===== src/rtl/puf_challenge_seq_if.sv =====
// Bundles the two handshake buses of puf_challenge_seq:
//   - generator side : rwc_enable/rwc_data/rwc_addr out, rwc_available/rwc_rsp_pos/rwc_rsp_neg back
//   - response side  : rsp_valid/rsp_pos/rsp_neg/rsp_idx out, rsp_ready back
// The master modport is the sequencer view; slave is the generator/consumer view.
interface puf_challenge_seq_if #(
  parameter int unsigned DATA_W = 32,
  parameter int unsigned ADDR_W = 10
);
  logic              rwc_enable;
  logic [DATA_W-1:0] rwc_data;
  logic [ADDR_W-1:0] rwc_addr;
  logic              rwc_available;
  logic [DATA_W-1:0] rwc_rsp_pos;
  logic [DATA_W-1:0] rwc_rsp_neg;
  logic              rsp_valid;
  logic              rsp_ready;
  logic [DATA_W-1:0] rsp_pos;
  logic [DATA_W-1:0] rsp_neg;
  logic [ADDR_W-1:0] rsp_idx;

  modport master (
    output rwc_enable, rwc_data, rwc_addr,
    input  rwc_available, rwc_rsp_pos, rwc_rsp_neg,
    output rsp_valid, rsp_pos, rsp_neg, rsp_idx,
    input  rsp_ready
  );

  modport slave (
    input  rwc_enable, rwc_data, rwc_addr,
    output rwc_available, rwc_rsp_pos, rwc_rsp_neg,
    input  rsp_valid, rsp_pos, rsp_neg, rsp_idx,
    output rsp_ready
  );
endinterface


===== src/rtl/puf_challenge_seq.sv =====
// PUF challenge sequencer: walks NUM_CHAL challenges starting at base_addr, fires each one
// at the collision generator, waits for its result, rests REST_CYCLES after every
// evaluation, then hands the response out on a valid/ready port.
// Optional feature macro: PUF_MAJORITY_VOTE_EN -- evaluate each challenge NUM_EVAL times and
// output the per-bit majority; without it one evaluation is taken and passed through.
// Ports:
//   w_clk, w_resetn   : clock, synchronous active-low reset
//   start             : level-sampled run request (only looked at while idle)
//   base_data/addr    : challenge seed and first address, loaded on start
//   busy, done        : run in progress / one-cycle end-of-run pulse
//   bus (master)      : generator handshake (rwc_*) and response handshake (rsp_*)
module puf_challenge_seq #(
  parameter int unsigned DATA_W      = 32,
  parameter int unsigned ADDR_W      = 10,
  parameter int unsigned NUM_CHAL    = 16,
  parameter int unsigned NUM_EVAL    = 5,
  parameter int unsigned REST_CYCLES = 150_000_000
) (
  input  logic                w_clk,
  input  logic                w_resetn,
  input  logic                start,
  input  logic [DATA_W-1:0]   base_data,
  input  logic [ADDR_W-1:0]   base_addr,
  output logic                busy,
  output logic                done,
  puf_challenge_seq_if.master bus
);

  localparam int unsigned REST_W = (REST_CYCLES > 1) ? $clog2(REST_CYCLES) : 1;
  localparam int unsigned EVAL_W = $clog2(NUM_EVAL + 1);
`ifdef PUF_MAJORITY_VOTE_EN
  localparam int unsigned EVALS = NUM_EVAL;
`else
  localparam int unsigned EVALS = 1;
`endif

  typedef enum logic [2:0] {IDLE, FIRE, WAIT, REST, EMIT} state_t;

  state_t              state_q, state_d;
  logic [DATA_W-1:0]   base_data_q, base_data_d;
  logic [ADDR_W-1:0]   base_addr_q, base_addr_d;
  logic [ADDR_W-1:0]   chal_idx_q, chal_idx_d;
  logic [EVAL_W-1:0]   eval_cnt_q, eval_cnt_d;
  logic [REST_W-1:0]   rest_cnt_q, rest_cnt_d;
  logic                busy_q, busy_d;
  logic                done_q, done_d;
  logic                rwc_enable_q, rwc_enable_d;
  logic [DATA_W-1:0]   rwc_data_q, rwc_data_d;
  logic [ADDR_W-1:0]   rwc_addr_q, rwc_addr_d;
  logic                rsp_valid_q, rsp_valid_d;
  logic [DATA_W-1:0]   rsp_pos_q, rsp_pos_d;
  logic [DATA_W-1:0]   rsp_neg_q, rsp_neg_d;
  logic [ADDR_W-1:0]   rsp_idx_q, rsp_idx_d;
  logic                new_chal;  // entering FIRE for a fresh challenge
  logic                capture;   // generator result taken this cycle
  logic [DATA_W-1:0]   vote_pos, vote_neg;

  // Rotate left by idx mod DATA_W; a zero shift leaves x>>DATA_W = 0, so no special case
  function automatic logic [DATA_W-1:0] rotl(input logic [DATA_W-1:0] x,
                                             input logic [ADDR_W-1:0] idx);
    int unsigned sh;
    sh = 32'(idx) % DATA_W;
    return (x << sh) | (x >> (DATA_W - sh));
  endfunction

  // Next-state and registered-output logic
  always_comb begin
    state_d     = state_q;
    base_data_d = base_data_q;
    base_addr_d = base_addr_q;
    chal_idx_d  = chal_idx_q;
    eval_cnt_d  = eval_cnt_q;
    rest_cnt_d  = rest_cnt_q;
    rwc_data_d  = rwc_data_q;
    rwc_addr_d  = rwc_addr_q;
    rsp_pos_d   = rsp_pos_q;
    rsp_neg_d   = rsp_neg_q;
    rsp_idx_d   = rsp_idx_q;
    done_d      = 1'b0;
    new_chal    = 1'b0;
    capture     = 1'b0;

    case (state_q)
      IDLE: if (start) begin
        base_data_d = base_data;
        base_addr_d = base_addr;
        chal_idx_d  = '0;
        eval_cnt_d  = '0;
        new_chal    = 1'b1;
        state_d     = FIRE;
      end
      FIRE: state_d = WAIT;
      WAIT: if (bus.rwc_available) begin
        capture    = 1'b1;
        rest_cnt_d = '0;
        state_d    = REST;
      end
      REST: begin
        if (rest_cnt_q == REST_W'(REST_CYCLES - 1)) begin
          if (eval_cnt_q != EVAL_W'(EVALS - 1)) begin
            eval_cnt_d = eval_cnt_q + EVAL_W'(1);
            state_d    = FIRE;
          end else begin
            rsp_pos_d = vote_pos;
            rsp_neg_d = vote_neg;
            rsp_idx_d = chal_idx_q;
            state_d   = EMIT;
          end
        end else begin
          rest_cnt_d = rest_cnt_q + REST_W'(1);
        end
      end
      EMIT: if (bus.rsp_ready) begin
        if (chal_idx_q == ADDR_W'(NUM_CHAL - 1)) begin
          done_d  = 1'b1;
          state_d = IDLE;
        end else begin
          chal_idx_d = chal_idx_q + ADDR_W'(1);
          eval_cnt_d = '0;
          new_chal   = 1'b1;
          state_d    = FIRE;
        end
      end
      default: state_d = IDLE;
    endcase

    // Challenge only changes at challenge boundaries, so it stays put through every REST
    if (new_chal) begin
      rwc_addr_d = base_addr_d + chal_idx_d;
      rwc_data_d = rotl(base_data_d, chal_idx_d);
    end

    busy_d       = (state_d != IDLE);
    rwc_enable_d = (state_d == FIRE);
    rsp_valid_d  = (state_d == EMIT);
  end

  always_ff @(posedge w_clk) begin
    if (!w_resetn) begin
      state_q      <= IDLE;
      base_data_q  <= '0;
      base_addr_q  <= '0;
      chal_idx_q   <= '0;
      eval_cnt_q   <= '0;
      rest_cnt_q   <= '0;
      busy_q       <= 1'b0;
      done_q       <= 1'b0;
      rwc_enable_q <= 1'b0;
      rwc_data_q   <= '0;
      rwc_addr_q   <= '0;
      rsp_valid_q  <= 1'b0;
      rsp_pos_q    <= '0;
      rsp_neg_q    <= '0;
      rsp_idx_q    <= '0;
    end else begin
      state_q      <= state_d;
      base_data_q  <= base_data_d;
      base_addr_q  <= base_addr_d;
      chal_idx_q   <= chal_idx_d;
      eval_cnt_q   <= eval_cnt_d;
      rest_cnt_q   <= rest_cnt_d;
      busy_q       <= busy_d;
      done_q       <= done_d;
      rwc_enable_q <= rwc_enable_d;
      rwc_data_q   <= rwc_data_d;
      rwc_addr_q   <= rwc_addr_d;
      rsp_valid_q  <= rsp_valid_d;
      rsp_pos_q    <= rsp_pos_d;
      rsp_neg_q    <= rsp_neg_d;
      rsp_idx_q    <= rsp_idx_d;
    end
  end

`ifdef PUF_MAJORITY_VOTE_EN
  // Per-bit one-counters, cleared whenever a new challenge starts
  localparam int unsigned CNT_W = EVAL_W;
  logic [CNT_W-1:0] pos_cnt_q [DATA_W];
  logic [CNT_W-1:0] pos_cnt_d [DATA_W];
  logic [CNT_W-1:0] neg_cnt_q [DATA_W];
  logic [CNT_W-1:0] neg_cnt_d [DATA_W];

  always_comb begin
    for (int i = 0; i < DATA_W; i++) begin
      pos_cnt_d[i] = pos_cnt_q[i];
      neg_cnt_d[i] = neg_cnt_q[i];
      if (new_chal) begin
        pos_cnt_d[i] = '0;
        neg_cnt_d[i] = '0;
      end else if (capture) begin
        pos_cnt_d[i] = pos_cnt_q[i] + CNT_W'(bus.rwc_rsp_pos[i]);
        neg_cnt_d[i] = neg_cnt_q[i] + CNT_W'(bus.rwc_rsp_neg[i]);
      end
      vote_pos[i] = (pos_cnt_q[i] > CNT_W'(EVALS / 2));
      vote_neg[i] = (neg_cnt_q[i] > CNT_W'(EVALS / 2));
    end
  end

  always_ff @(posedge w_clk) begin
    if (!w_resetn) begin
      for (int i = 0; i < DATA_W; i++) begin
        pos_cnt_q[i] <= '0;
        neg_cnt_q[i] <= '0;
      end
    end else begin
      pos_cnt_q <= pos_cnt_d;
      neg_cnt_q <= neg_cnt_d;
    end
  end
`else
  // Single evaluation: the captured response is the answer
  logic [DATA_W-1:0] cap_pos_q, cap_pos_d;
  logic [DATA_W-1:0] cap_neg_q, cap_neg_d;

  always_comb begin
    cap_pos_d = capture ? bus.rwc_rsp_pos : cap_pos_q;
    cap_neg_d = capture ? bus.rwc_rsp_neg : cap_neg_q;
    vote_pos  = cap_pos_q;
    vote_neg  = cap_neg_q;
  end

  always_ff @(posedge w_clk) begin
    if (!w_resetn) begin
      cap_pos_q <= '0;
      cap_neg_q <= '0;
    end else begin
      cap_pos_q <= cap_pos_d;
      cap_neg_q <= cap_neg_d;
    end
  end
`endif

  assign busy           = busy_q;
  assign done           = done_q;
  assign bus.rwc_enable = rwc_enable_q;
  assign bus.rwc_data   = rwc_data_q;
  assign bus.rwc_addr   = rwc_addr_q;
  assign bus.rsp_valid  = rsp_valid_q;
  assign bus.rsp_pos    = rsp_pos_q;
  assign bus.rsp_neg    = rsp_neg_q;
  assign bus.rsp_idx    = rsp_idx_q;

endmodule


===== src/flat_wrapper.sv =====
// flat-port wrapper written by rule: the top's interface ports become plain ports
module puf_challenge_seq_flat 
#(
  parameter int unsigned DATA_W      = 32,
  parameter int unsigned ADDR_W      = 10,
  parameter int unsigned NUM_CHAL    = 16,
  parameter int unsigned NUM_EVAL    = 5,
  parameter int unsigned REST_CYCLES = 150_000_000
)
  (w_clk, w_resetn, start, base_data, base_addr, busy, done, bus_rwc_enable, bus_rwc_data, bus_rwc_addr, bus_rwc_available, bus_rwc_rsp_pos, bus_rwc_rsp_neg, bus_rsp_valid, bus_rsp_pos, bus_rsp_neg, bus_rsp_idx, bus_rsp_ready);
  puf_challenge_seq_if #(.DATA_W(DATA_W), .ADDR_W(ADDR_W)) bus_i ();
  input  logic w_clk;
  input  logic w_resetn;
  input  logic start;
  input  logic [DATA_W-1:0] base_data;
  input  logic [ADDR_W-1:0] base_addr;
  output logic busy;
  output logic done;
  output wire logic [$bits(bus_i.rwc_enable)-1:0] bus_rwc_enable;
  output wire logic [$bits(bus_i.rwc_data)-1:0] bus_rwc_data;
  output wire logic [$bits(bus_i.rwc_addr)-1:0] bus_rwc_addr;
  input wire logic [$bits(bus_i.rwc_available)-1:0] bus_rwc_available;
  input wire logic [$bits(bus_i.rwc_rsp_pos)-1:0] bus_rwc_rsp_pos;
  input wire logic [$bits(bus_i.rwc_rsp_neg)-1:0] bus_rwc_rsp_neg;
  output wire logic [$bits(bus_i.rsp_valid)-1:0] bus_rsp_valid;
  output wire logic [$bits(bus_i.rsp_pos)-1:0] bus_rsp_pos;
  output wire logic [$bits(bus_i.rsp_neg)-1:0] bus_rsp_neg;
  output wire logic [$bits(bus_i.rsp_idx)-1:0] bus_rsp_idx;
  input wire logic [$bits(bus_i.rsp_ready)-1:0] bus_rsp_ready;
  assign bus_rwc_enable = bus_i.rwc_enable;
  assign bus_rwc_data = bus_i.rwc_data;
  assign bus_rwc_addr = bus_i.rwc_addr;
  assign bus_i.rwc_available = bus_rwc_available;
  assign bus_i.rwc_rsp_pos = bus_rwc_rsp_pos;
  assign bus_i.rwc_rsp_neg = bus_rwc_rsp_neg;
  assign bus_rsp_valid = bus_i.rsp_valid;
  assign bus_rsp_pos = bus_i.rsp_pos;
  assign bus_rsp_neg = bus_i.rsp_neg;
  assign bus_rsp_idx = bus_i.rsp_idx;
  assign bus_i.rsp_ready = bus_rsp_ready;
  puf_challenge_seq #(.DATA_W(DATA_W), .ADDR_W(ADDR_W), .NUM_CHAL(NUM_CHAL), .NUM_EVAL(NUM_EVAL), .REST_CYCLES(REST_CYCLES)) u_core (.w_clk(w_clk), .w_resetn(w_resetn), .start(start), .base_data(base_data), .base_addr(base_addr), .busy(busy), .done(done), .bus(bus_i));
endmodule

===== config.mk =====
export PLATFORM = sky130hd
export DESIGN_NAME = puf_challenge_seq_flat
export DESIGN_NICKNAME = d
export VERILOG_FILES = /design/src/rtl/puf_challenge_seq_if.sv /design/src/rtl/puf_challenge_seq.sv /design/src/flat_wrapper.sv
export SDC_FILE = /design/constraint.sdc
export NUM_CORES = 1
export LEC_CHECK = 0
export CAP_MARGIN = 25
export CORE_ASPECT_RATIO = 0.7
export CORE_MARGIN = 5
export CORE_UTILIZATION = 62
export CTS_BUF_LIST = sky130_fd_sc_hd__clkbuf_8
export CTS_CLUSTER_DIAMETER = 40
export DETAILED_ROUTE_END_ITERATION = 6
export DONT_BUFFER_PORTS = 1
export MAX_ROUTING_LAYER = met4
export PLACE_DENSITY = 0.79
export REMOVE_ABC_BUFFERS = 1
export SYNTH_ARGS = -nofsm -noshare
export SYNTH_HDL_FRONTEND = slang
export SYNTH_SLANG_ARGS = --single-unit

===== constraint.sdc =====
create_clock -name w_clk -period 11 [get_ports w_clk]
set_clock_uncertainty 0.1 [all_clocks]
set_input_delay 2.2 -clock w_clk [delete_from_list [all_inputs] [get_ports w_clk]]
set_output_delay 2.2 -clock w_clk [all_outputs]
set_load 0.01 [all_outputs]

==> run metrics <==
violated checks DRC; switching share of total power 28.38%; max cap viols 0; IO buf count 0; clock slew at reported path FFs 0.06 ns; clock root buffer clkbuf_8; total number of vias 13560; Cell Rows 46; Distinct cells, synth 83; worst hold slack 0.3646 ns; Crit. End Element flop; num ports 231; clock latency on the worst-skew pair 0.59 ns; Tot GR Track Use 37.12%; RSZ-0062 raised after global routing no; final hold vios 0; Seq pwr share 45.1%; Critical Path Fanout Max 32; Syn Inst Count 1763; ys flop type dfxtp_1; first-pass GRT wire length 75930 um; post-CTS setup buffer count 0; critical path data arrival time 7.09 ns; Die Ht 138.0 um; post-synth top area share 37.22%; FMAX 0.1501 GHz; Congestion Overflow GR 0; Ys Warns 0; Final nets 1832; EDFF count, synth 0; DIE AREA 0.02663 sq mm; M3 GR Usage 14.47%; met2 Resource Use GR 50.85%; fillcell total 1758; CTS buffer count 42; number of global-route vias before repair 12690; vias per cell 6.613; Power Dens Cells 149.3 mW/mm^2; Final period util 60.56%; mean post-synth cell area 8.237 sq um; Final Wtd Congestion 1.041; dpl hpwl 35450 um; cts repair resizes 0; Internal 1.668 mW; storage element area 0.005405 sq mm; largest buffer count on any clock path 3; drt pass-1 iters 7; register area share after synthesis 37.22%; minimum clock period 6.661 ns; Most Crowded Layer GR met1; Slew headroom 19.72%; Worst Hold Class flop to flop; routed length per instance 24.59 um; Least-Margin Pin Slew 1.204 ns; Initial Util 63.55%; post-detailed-routing wire length 50430 um; Syn-to-layout area delta 7.436%; asr flop ratio synth 0%; Finish-stage setup viols 0; Synth area leaders dfxtp_1 (37%), nand2_1 (11%), a21boi_0 (7.7%); share of cells above drive strength 1 10.41%; maximum vdd drop 0.1141 mV; Die X-Extent 192.9 um; clock sinks 270; Routed Antenna Nets 0; largest net degree at the start of global routing 244; M1 GR Usage 50.97%; Slew Limit Fails 0; footprint of the multi-input gates 0.008596 sq mm; DR iter-0 viols 1871; leakage 5.771 nW; initial antenna violation count 1; Yosys top cell by area dfxtp_1; Psw 0.6609 mW; clock share of power 40.9%; status complete, but fails checks; register bit total from synthesis 270; core area 0.02285 sq mm; CTS Hold Buffers Added 0; CTS tree done; critical path class input pin to flop; combinational power share 14.0%; Post-route DRC 7; WP data required 11.43 ns; mapped cell area 0.01452 sq mm; setup_tns 0 ns; CP startpoint kind input pin; H-tree levels 2
-- cells in the mapped netlist, types with 4 or more instances --
cell type,instances
a211oi_1,10
a21boi_0,149
a21o_1,8
a21oi_1,36
a221oi_1,8
a22oi_1,12
a31oi_1,29
a32oi_1,4
a41oi_1,4
and2_1,30
and3_1,20
buf_1,11
buf_2,26
clkbuf_1,86
dfxtp_1,270
ha_1,14
inv_1,14
mux2_2,32
mux2i_1,91
mux4_2,17
nand2_1,409
nand2b_1,4
nand3_1,76
nand4_1,9
nor2_1,68
nor2b_1,38
nor3_1,18
o211ai_1,18
o21a_1,14
o21ai_0,87
o21ai_1,4
o221a_2,6
o221ai_1,10
o22ai_1,6
or2_2,8
or3_1,6
xnor2_1,14
xor2_1,22
-- path summary, 6_finish.rpt --
check	startpoint	cells after the start	slack [ns]	to
max	start	14	4.34	u_core.bus.rwc_data[17]
min	u_core.cap_neg_q[9]	2	0.36	u_core.bus.rsp_neg[9]
max reg2reg	u_core.chal_idx_q[0]	16	4.79	u_core.bus.rwc_data[17]
min reg2reg	u_core.cap_neg_q[9]	2	0.36	u_core.bus.rsp_neg[9]
-- per-layer routing --
layer / vias up / wire length, um
met5: - / 0
met4: 0 / 1506
met3: 116 / 7149
met2: 850 / 20840
met1: 6478 / 20930
li1: 6119 / -
-- power groups by stage --
stage          Clock (mW)  Combinational, mW  Sequential [mW]
2_1_floorplan           0              0.215             1.06
3_3_place_gp            0              0.308             1.07
3_5_place_dp            0              0.308             1.07
4_1_cts             0.959              0.310             1.05
5_1_grt              1.01              0.343             1.05
6_report            0.954              0.325             1.05
-- critical path: stages --
cell and delay [ns]:
nor4b_4 0.19, a21oi_1 0.15, o21ai_2 0.68, nand2_1 0.19, inv_2 0.59, ha_1 0.36
buf_4 0.24, inv_1 0.78, mux4_2 0.60, mux2_2 0.32, a22oi_1 0.33, a221oi_1 0.12
o21ai_0 0.12, o221a_2 0.19
-- final cells by class --
class | instances | share of cell area [%]
multi-input combinational | 1350 | 55.10
sequential | 270 | 34.65
clock buffer | 53 | 4.676
tap | 312 | 2.502
clock inverter | 23 | 1.476
timing repair buffer | 24 | 1.155
inverter | 18 | 0.4331
antenna | 1 | 0.01604
-- metrics by stage --
stage / power, mW / std cells / setup slack [ns] / utilization (%) / instance area [sq um]
after floorplan: 1.274 / 1638 / 0.4899 / - / 14010
after global placement: 1.378 / 1973 / 3.961 / 64.03 / 14630
after detailed placement: 1.379 / 1973 / 3.908 / 64.03 / 14630
after CTS: 2.319 / 2049 / 4.500 / 68.23 / 15590
after global routing: 2.406 / 2051 / 4.101 / 68.28 / 15600
final: 2.329 / 2051 / 4.339 / 68.28 / 15600
-- placed cells by master (no fill, tap or decap), types with 8 or more instances in the layout --
master and n:
a211oi_1 10, a21boi_0 149, a21o_1 8, a21oi_1 36
a221oi_1 8, a22oi_1 12, a31oi_1 29, and2_1 30
and3_1 19, buf_4 24, clkbuf_8 53, dfxtp_1 270
ha_1 14, inv_1 23, mux2_2 32, mux2i_1 91
mux4_2 17, nand2_1 409, nand3_1 75, nand4_1 9
nor2_1 67, nor2b_1 38, nor3_1 18, o211ai_1 18
o21a_1 14, o21ai_0 87, o221ai_1 9, or2_2 8
xnor2_1 11, xor2_1 22
-- sequential cells by signal, summed over array words and instances (netlist names), 3 cells and up --
name,cells
u_core.cap_pos_q,32
u_core.state_q,3
u_core.rest_cnt_q,28
u_core.base_data_q,32
u_core.bus.rsp_pos,32
u_core.eval_cnt_q,3
u_core.base_addr_q,10
u_core.cap_neg_q,32
u_core.bus.rsp_neg,32
u_core.bus.rsp_idx,10
u_core.bus.rwc_data,32
u_core.chal_idx_q,10
u_core.bus.rwc_addr,10
-- logic make-up after synthesis --
family                   after synthesis  synth area share (%)
flip-flops                           270                 37.22
AO/OA/AOI/OAI                        439                 21.09
adder cells (fa/ha/maj)               15                 1.344
buffers and inverters                143                 3.972
AND/OR/NAND/NOR                      719                 22.62
XOR/XNOR                              37                 2.361
multiplexers                         140                 11.39
No activity file was read; power rests on OpenSTA's default activity.
